===== src/rtl/conv3x3_engine_if.sv =====
// rtl/conv3x3_engine_if.sv - row-segment, kernel-write and result bundle for conv3x3_engine
//
// Purpose: groups the conv3x3_engine data and control signals.
// Ports (slave = engine side):
//   i_valid, i_pix0..i_pix2          row segment in (single-cycle qualifier)
//   i_coef_valid, i_coef_addr, i_coef kernel coefficient write
//   o_pixel, o_valid                 convolution result out
//   o_busy, o_frame_done             frame status
interface conv3x3_engine_if #(
  parameter int RAM_WIDTH  = 8,
  parameter int COEF_WIDTH = 8
);
  logic                         i_valid;
  logic [RAM_WIDTH-1:0]         i_pix0;
  logic [RAM_WIDTH-1:0]         i_pix1;
  logic [RAM_WIDTH-1:0]         i_pix2;
  logic                         i_coef_valid;
  logic [3:0]                   i_coef_addr;
  logic signed [COEF_WIDTH-1:0] i_coef;
  logic [RAM_WIDTH-1:0]         o_pixel;
  logic                         o_valid;
  logic                         o_busy;
  logic                         o_frame_done;

  modport slave (
    input  i_valid, i_pix0, i_pix1, i_pix2, i_coef_valid, i_coef_addr, i_coef,
    output o_pixel, o_valid, o_busy, o_frame_done
  );

  modport master (
    output i_valid, i_pix0, i_pix1, i_pix2, i_coef_valid, i_coef_addr, i_coef,
    input  o_pixel, o_valid, o_busy, o_frame_done
  );
endinterface


===== src/rtl/conv3x3_engine.sv =====
// rtl/conv3x3_engine.sv - 3x3 signed-kernel convolution over column-strip row segments
//
// Purpose: builds a 3x3 window from 3-pixel row segments arriving top-to-bottom per
// vertical strip, convolves it with a programmable kernel and emits one saturated
// pixel per window position, two cycles after the segment completing the window.
// Ports:
//   clk    rising-edge clock
//   reset  asynchronous, active-high
//   bus    conv3x3_engine_if slave (segments/kernel writes in, results/status out)
module conv3x3_engine #(
  parameter int RAM_WIDTH    = 8,
  parameter int COEF_WIDTH   = 8,
  parameter int IMAGE_WIDTH  = 10,
  parameter int IMAGE_HEIGHT = 10,
  parameter int SHIFT        = 4
) (
  input  logic             clk,
  input  logic             reset,
  conv3x3_engine_if.slave  bus
);
  localparam int PW      = RAM_WIDTH + COEF_WIDTH + 1;
  localparam int SUMW    = PW + 4;
  localparam int RCW     = $clog2(IMAGE_HEIGHT);
  localparam int SCW     = $clog2(IMAGE_WIDTH);
  localparam int PIX_MAX = (1 << RAM_WIDTH) - 1;

  typedef enum logic [1:0] {IDLE, FILL, RUN} state_t;

  state_t                       state_q, state_d;
  logic [RCW-1:0]               row_cnt_q, row_cnt_d;
  logic [SCW-1:0]               strip_cnt_q, strip_cnt_d;
  logic                         emit, emit_last;

  logic [RAM_WIDTH-1:0]         win_q [9];
  logic [RAM_WIDTH-1:0]         win_d [9];
  logic signed [COEF_WIDTH-1:0] coef_q [9];
  logic signed [PW-1:0]         prod_q [9];
  logic signed [PW-1:0]         prod_d [9];
  logic                         s1_valid_q, s1_last_q;

  logic signed [SUMW-1:0]       sum, shifted;
  logic [RAM_WIDTH-1:0]         sat;

  logic [RAM_WIDTH-1:0]         o_pixel_q;
  logic                         o_valid_q, o_frame_done_q;
  logic                         busy_q, busy_d;
  logic                         coef_we;

  // Row/strip sequencing; emit marks a segment that completes a window.
  always_comb begin
    state_d     = state_q;
    row_cnt_d   = row_cnt_q;
    strip_cnt_d = strip_cnt_q;
    emit        = 1'b0;
    emit_last   = 1'b0;
    if (bus.i_valid) begin
      case (state_q)
        IDLE: begin
          state_d     = FILL;
          row_cnt_d   = RCW'(1);
          strip_cnt_d = '0;
        end
        FILL: begin
          row_cnt_d = row_cnt_q + RCW'(1);
          if (row_cnt_q == RCW'(1)) state_d = RUN;
        end
        RUN: begin
          emit = 1'b1;
          if (row_cnt_q == RCW'(IMAGE_HEIGHT - 1)) begin
            row_cnt_d = '0;
            if (strip_cnt_q == SCW'(IMAGE_WIDTH - 3)) begin
              state_d     = IDLE;
              strip_cnt_d = '0;
              emit_last   = 1'b1;
            end else begin
              state_d     = FILL;
              strip_cnt_d = strip_cnt_q + SCW'(1);
            end
          end else begin
            row_cnt_d = row_cnt_q + RCW'(1);
          end
        end
        default: state_d = IDLE;
      endcase
    end
  end

  // Products are taken from the post-shift window so the incoming row is used directly.
  always_comb begin
    for (int k = 0; k < 6; k++) win_d[k] = win_q[k + 3];
    win_d[6] = bus.i_pix0;
    win_d[7] = bus.i_pix1;
    win_d[8] = bus.i_pix2;
    for (int k = 0; k < 9; k++)
      prod_d[k] = PW'($signed({1'b0, win_d[k]})) * PW'(coef_q[k]);
  end

  always_comb begin
    sum = '0;
    for (int k = 0; k < 9; k++) sum = sum + SUMW'(prod_q[k]);
    shifted = sum >>> SHIFT;
    if (shifted < 0)                          sat = '0;
    else if (shifted > $signed(SUMW'(PIX_MAX))) sat = '1;
    else                                      sat = shifted[RAM_WIDTH-1:0];
  end

  // A new frame may start while the previous one drains; the start wins over the clear.
  always_comb begin
    busy_d = busy_q;
    if (o_frame_done_q) busy_d = 1'b0;
    if (bus.i_valid && state_q == IDLE) busy_d = 1'b1;
  end

  assign coef_we = bus.i_coef_valid && state_q == IDLE && !bus.i_valid && !busy_q &&
                   bus.i_coef_addr <= 4'd8;

  always_ff @(posedge clk or posedge reset) begin
    if (reset) begin
      state_q        <= IDLE;
      row_cnt_q      <= '0;
      strip_cnt_q    <= '0;
      s1_valid_q     <= 1'b0;
      s1_last_q      <= 1'b0;
      o_pixel_q      <= '0;
      o_valid_q      <= 1'b0;
      o_frame_done_q <= 1'b0;
      busy_q         <= 1'b0;
      for (int k = 0; k < 9; k++) begin
        win_q[k]  <= '0;
        coef_q[k] <= '0;
        prod_q[k] <= '0;
      end
    end else begin
      state_q        <= state_d;
      row_cnt_q      <= row_cnt_d;
      strip_cnt_q    <= strip_cnt_d;
      busy_q         <= busy_d;
      s1_valid_q     <= emit;
      s1_last_q      <= emit_last;
      o_valid_q      <= s1_valid_q;
      o_frame_done_q <= s1_valid_q && s1_last_q;
      if (s1_valid_q) o_pixel_q <= sat;
      if (bus.i_valid) begin
        for (int k = 0; k < 9; k++) win_q[k] <= win_d[k];
      end
      for (int k = 0; k < 9; k++) prod_q[k] <= prod_d[k];
      if (coef_we) coef_q[bus.i_coef_addr] <= bus.i_coef;
    end
  end

  assign bus.o_pixel      = o_pixel_q;
  assign bus.o_valid      = o_valid_q;
  assign bus.o_busy       = busy_q;
  assign bus.o_frame_done = o_frame_done_q;
endmodule


===== src/flat_wrapper.sv =====
// flat-port wrapper written by rule: the top's interface ports become plain ports
module conv3x3_engine_flat 
#(
  parameter int RAM_WIDTH    = 8,
  parameter int COEF_WIDTH   = 8,
  parameter int IMAGE_WIDTH  = 10,
  parameter int IMAGE_HEIGHT = 10,
  parameter int SHIFT        = 4
)
  (clk, reset, bus_i_valid, bus_i_pix0, bus_i_pix1, bus_i_pix2, bus_i_coef_valid, bus_i_coef_addr, bus_i_coef, bus_o_pixel, bus_o_valid, bus_o_busy, bus_o_frame_done);
  conv3x3_engine_if #(.RAM_WIDTH(RAM_WIDTH), .COEF_WIDTH(COEF_WIDTH)) bus_i ();
  input  logic clk;
  input  logic reset;
  input wire logic [$bits(bus_i.i_valid)-1:0] bus_i_valid;
  input wire logic [$bits(bus_i.i_pix0)-1:0] bus_i_pix0;
  input wire logic [$bits(bus_i.i_pix1)-1:0] bus_i_pix1;
  input wire logic [$bits(bus_i.i_pix2)-1:0] bus_i_pix2;
  input wire logic [$bits(bus_i.i_coef_valid)-1:0] bus_i_coef_valid;
  input wire logic [$bits(bus_i.i_coef_addr)-1:0] bus_i_coef_addr;
  input wire logic [$bits(bus_i.i_coef)-1:0] bus_i_coef;
  output wire logic [$bits(bus_i.o_pixel)-1:0] bus_o_pixel;
  output wire logic [$bits(bus_i.o_valid)-1:0] bus_o_valid;
  output wire logic [$bits(bus_i.o_busy)-1:0] bus_o_busy;
  output wire logic [$bits(bus_i.o_frame_done)-1:0] bus_o_frame_done;
  assign bus_i.i_valid = bus_i_valid;
  assign bus_i.i_pix0 = bus_i_pix0;
  assign bus_i.i_pix1 = bus_i_pix1;
  assign bus_i.i_pix2 = bus_i_pix2;
  assign bus_i.i_coef_valid = bus_i_coef_valid;
  assign bus_i.i_coef_addr = bus_i_coef_addr;
  assign bus_i.i_coef = bus_i_coef;
  assign bus_o_pixel = bus_i.o_pixel;
  assign bus_o_valid = bus_i.o_valid;
  assign bus_o_busy = bus_i.o_busy;
  assign bus_o_frame_done = bus_i.o_frame_done;
  conv3x3_engine #(.RAM_WIDTH(RAM_WIDTH), .COEF_WIDTH(COEF_WIDTH), .IMAGE_WIDTH(IMAGE_WIDTH), .IMAGE_HEIGHT(IMAGE_HEIGHT), .SHIFT(SHIFT)) u_core (.clk(clk), .reset(reset), .bus(bus_i));
endmodule

===== config.mk =====
export PLATFORM = sky130hd
export DESIGN_NAME = conv3x3_engine_flat
export DESIGN_NICKNAME = d
export VERILOG_FILES = /design/src/rtl/conv3x3_engine_if.sv /design/src/rtl/conv3x3_engine.sv /design/src/flat_wrapper.sv
export SDC_FILE = /design/constraint.sdc
export NUM_CORES = 2
export LEC_CHECK = 0
export CAP_MARGIN = 20
export CORE_MARGIN = 5
export CORE_UTILIZATION = 40
export CTS_CLUSTER_SIZE = 40
export DETAILED_ROUTE_END_ITERATION = 7
export GPL_TIMING_DRIVEN = 0
export HOLD_SLACK_MARGIN = 0.05
export PLACE_DENSITY = 0.6
export SETUP_SLACK_MARGIN = 0.15
export SKIP_CTS_REPAIR_TIMING = 1
export SYNTH_ARGS = -nofsm -noshare
export SYNTH_HDL_FRONTEND = slang
export SYNTH_SLANG_ARGS = --single-unit

===== constraint.sdc =====
create_clock -name clk -period 12.39 [get_ports clk]
set_input_delay 1.8585 -clock clk [delete_from_list [all_inputs] [get_ports clk]]
set_output_delay 1.8585 -clock clk [all_outputs]
set_load 0.01 [all_outputs]

==> flow_metrics.tcl <==
set metrics [dict create \
    worst_pin_slew_ns 1.16 \
    gp_congestion 0.890 \
    power.switching_fraction 0.315 \
    setup.worst_path.end_class "flip-flop" \
    wl_met1_um 36100 \
    path_clk_slew_ns 0.06 \
    drive_above_1_share 0.0639 \
    combPwrFrac 0.235 \
    cts.sinks 296 \
    antenna_left 0 \
    track_usage 0.176 \
    worstSetupPathType "reg2reg" \
    worstReg2RegEnd "u_core.bus.o_pixel[4]" \
    core_mm2 0.0818 \
    critPathLaunchType "flip-flop" \
    cts_root_buffer "clkbuf_16" \
    hold_end "u_core.strip_cnt_q[3]" \
    max_slew_margin 0.222 \
    skew_ns 0.0245 \
    final_nets 4235 \
    clk_latency_ns 0.56 \
    hpwl_um 61900 \
    hp-class "reg2reg" \
    vias 21400 \
    via_per_inst 4.85 \
    fp.dieArea_mm2 0.0882 \
    path_max_fanout 9 \
    p_total_w 0.00284 \
    p_int_w 0.00194 \
    grt_max_degree 123 \
    cts_tree "done" \
    final_cell_area_mm2 0.0361 \
    yosysSeqAreaShare 0.225 \
    reg2reg_depth 26 \
    grt-ovfl-total 0 \
    min_period_ns 7.96 \
    p_clk_frac 0.385 \
    power_leakage_nw 18.7 \
    ioPinCount 51 \
    dieWidth_um 297 \
    final_common_cell "inv_1" \
    routed_wl_um 75500 \
    rrSetupSlack_ns 4.43 \
    nFillCells 7830 \
    initial_core_util 0.402 \
    power_density_mw_per_mm2 78.7 \
    fin_crit_sh 0.642 \
    synth-edff-count 0 \
    htree_num_levels 2 \
    ctsLongestPathBuffers 3 \
    rsz0062_at_grt "false" \
    p_sw_w 0.000894 \
    ir_drop_uv 81.0 \
    grt_pass1_wl_um 124000 \
    route.detailed.drc 0 \
    whs_path_depth 1 \
    synth_cell_types 63 \
    syn_avg_cell_area_um2 10.2 \
    yosys_warnings 0 \
    rr_startpoint "u_core.prod_q[137]" \
    async_reset_ff_frac 1.00 \
    critPathMaxStageDelay_ns 0.75 \
    status "finished clean" \
    antenna_found_initial 6 \
    maxSlewViolCount 0 \
    firstDrtPassIters 5 \
    grt_pass1_vias 22600 \
    wl_met2_um 35100 \
    dr_wl_met3_um 2570 \
    top_layer "met4" \
    post_drt_wl_per_cell_um 17.1 \
    synth_area_mm2 0.0329 \
    crit_arrival_ns 8.44 \
    setup_viol 0 \
    dpl-instance-area_mm2 0.0348 \
    syn-num-nets 4149 \
    core.rowCount 105 \
    chipHeight_um 297 \
    num_antenna_cells 0 \
    setup_slack_ns 4.43 \
    cts_made_buffers 38 \
    synthCells 3235 \
    final_cells 4418 \
    ys.flop_type "dfrtp_1" \
    io_buffers 40 \
    path_common_cell "fa_1" \
    mostFrequentLayoutCells "inv_1, fa_1, ha_1, and2_1, dfrtp_1" \
    fmax_mhz 126 \
    required_ns 12.87 \
    drv_cap 0 \
    area_growth_pct 9.50 \
    p_seq_frac 0.380 \
    ys_ff_latch 296 \
    dr.first_iter.drc_count 880 \
    dp.cells 4351 \
    hp-start "u_core.strip_cnt_q[3]" \
    hold_slack_ns 0.475 \
    slowest_stage "o311ai_0" \
    dpl_worst_slack_ns 4.26 \
    hold_viol 0 \
]
==> worst max-delay path, delay by kind of cell (launching register included) <==
| family | cells | cell delay [ns] |
|---|---|---|
| AND/OR/NAND/NOR | 2 | 0.33 |
| buffers and inverters | 4 | 0.23 |
| AO/OA/AOI/OAI | 12 | 3.42 |
| adder cells (fa/ha/maj) | 8 | 3.53 |
| flip-flops | 1 | 0.37 |
==> how the worst max path moves through the flow <==
stage                                   from                     to  slack (ns)  depth (start not counted)
after global routing      u_core.prod_q[137]  u_core.bus.o_pixel[4]        4.01                         26
after detailed placement  u_core.prod_q[137]  u_core.bus.o_pixel[1]        4.26                         26
final                     u_core.prod_q[137]  u_core.bus.o_pixel[4]        4.43                         26
after floorplan                        reset      u_core.bus.o_busy        2.36                          1
after CTS                 u_core.prod_q[120]  u_core.bus.o_pixel[4]        4.23                         26
after global placement                 reset      u_core.coef_q[42]       -1.76                          2
==> sequential cells by signal, indices dropped and copies added, names as in the netlist <==
register,count
u_core.bus.o_busy,1
u_core.bus.o_frame_done,1
u_core.bus.o_pixel,8
u_core.bus.o_valid,1
u_core.coef_q,72
u_core.prod_q,153
u_core.row_cnt_q,4
u_core.s1_last_q,1
u_core.s1_valid_q,1
u_core.state_q,2
u_core.strip_cnt_q,4
u_core.win_d,48
==> area by class of cell <==
cell class,count,area (µm²),share of cell area
buffer,59,221,0.00614
clock buffer,49,1060,0.0295
clock inverter,18,179,0.00496
inverter,651,2450,0.0680
multi-input combinational,2229,22900,0.634
sequential,296,7410,0.205
tap,1070,1340,0.0371
timing repair buffer,46,541,0.0150
==> routing by layer <==
| metal | track usage | vias to the layer above |
|---|---|---|
| met5 | 0 | - |
| met4 | 0.0422 | 0 |
| met3 | 0.0218 | 88 |
| met2 | 0.291 | 314 |
| met1 | 0.248 | 10800 |
| li1 | - | 10300 |
==> through the flow <==
step	setup TNS [ns]	util
after CTS	0	0.441
final	0	0.441
after global placement	-501.75	0.424
after global routing	0	0.441
after floorplan	0	-
after detailed placement	0	0.425
==> cell families (layout without fill, tap and decap cells) <==
family	after synthesis	in the layout	share of synthesized area
AOI/OAI and AO/OA	240	240	0.0503
xor gates and xnor gates	124	124	0.0330
adders and majority gates	874	874	0.433
buffers and inverters	710	823	0.0809
DFF	296	296	0.225
muxes	121	121	0.0413
and+or+nand+nor	870	870	0.137
==> synthesized netlist by cell type, drive strengths merged (5+ instances only) <==
| master | number | area [µm²] |
|---|---|---|
| inv | 651 | 2440 |
| fa | 443 | 8870 |
| ha | 431 | 5390 |
| and2 | 302 | 1890 |
| dfrtp | 296 | 7410 |
| nand2 | 261 | 980 |
| mux2 | 118 | 1330 |
| xnor2 | 108 | 946 |
| nor2 | 106 | 405 |
| nand2b | 70 | 438 |
| a21oi | 63 | 315 |
| clkbuf | 56 | 210 |
| o21ai | 51 | 259 |
| nor2b | 29 | 181 |
| nor3 | 29 | 155 |
| nand3 | 25 | 125 |
| a21boi | 19 | 143 |
| a21o | 17 | 128 |
| xor2 | 16 | 140 |
| or3 | 13 | 81.3 |
| or2 | 11 | 68.8 |
| a221o | 9 | 90.1 |
| a31oi | 8 | 50.1 |
| o21a | 8 | 60.1 |
| o21bai | 8 | 60.1 |
| and3 | 7 | 43.8 |
| a211oi | 6 | 60.1 |
| o31ai | 6 | 45.0 |
| a41oi | 5 | 43.8 |
| nor3b | 5 | 42.5 |
| o311a | 5 | 50.1 |
| o41ai | 5 | 43.8 |
==> power by group through the flow <==
| stage | Clock, W | Sequential, W | Combinational, W |
|---|---|---|---|
| after floorplan | 0 | 0.00107 | 0.000465 |
| after global placement | 0 | 0.00110 | 0.000660 |
| after detailed placement | 0 | 0.00110 | 0.000672 |
| after CTS | 0.00113 | 0.00108 | 0.000676 |
| after global routing | 0.00117 | 0.00109 | 0.000754 |
| final | 0.00109 | 0.00108 | 0.000666 |
(Power assumes the default switching activity.)
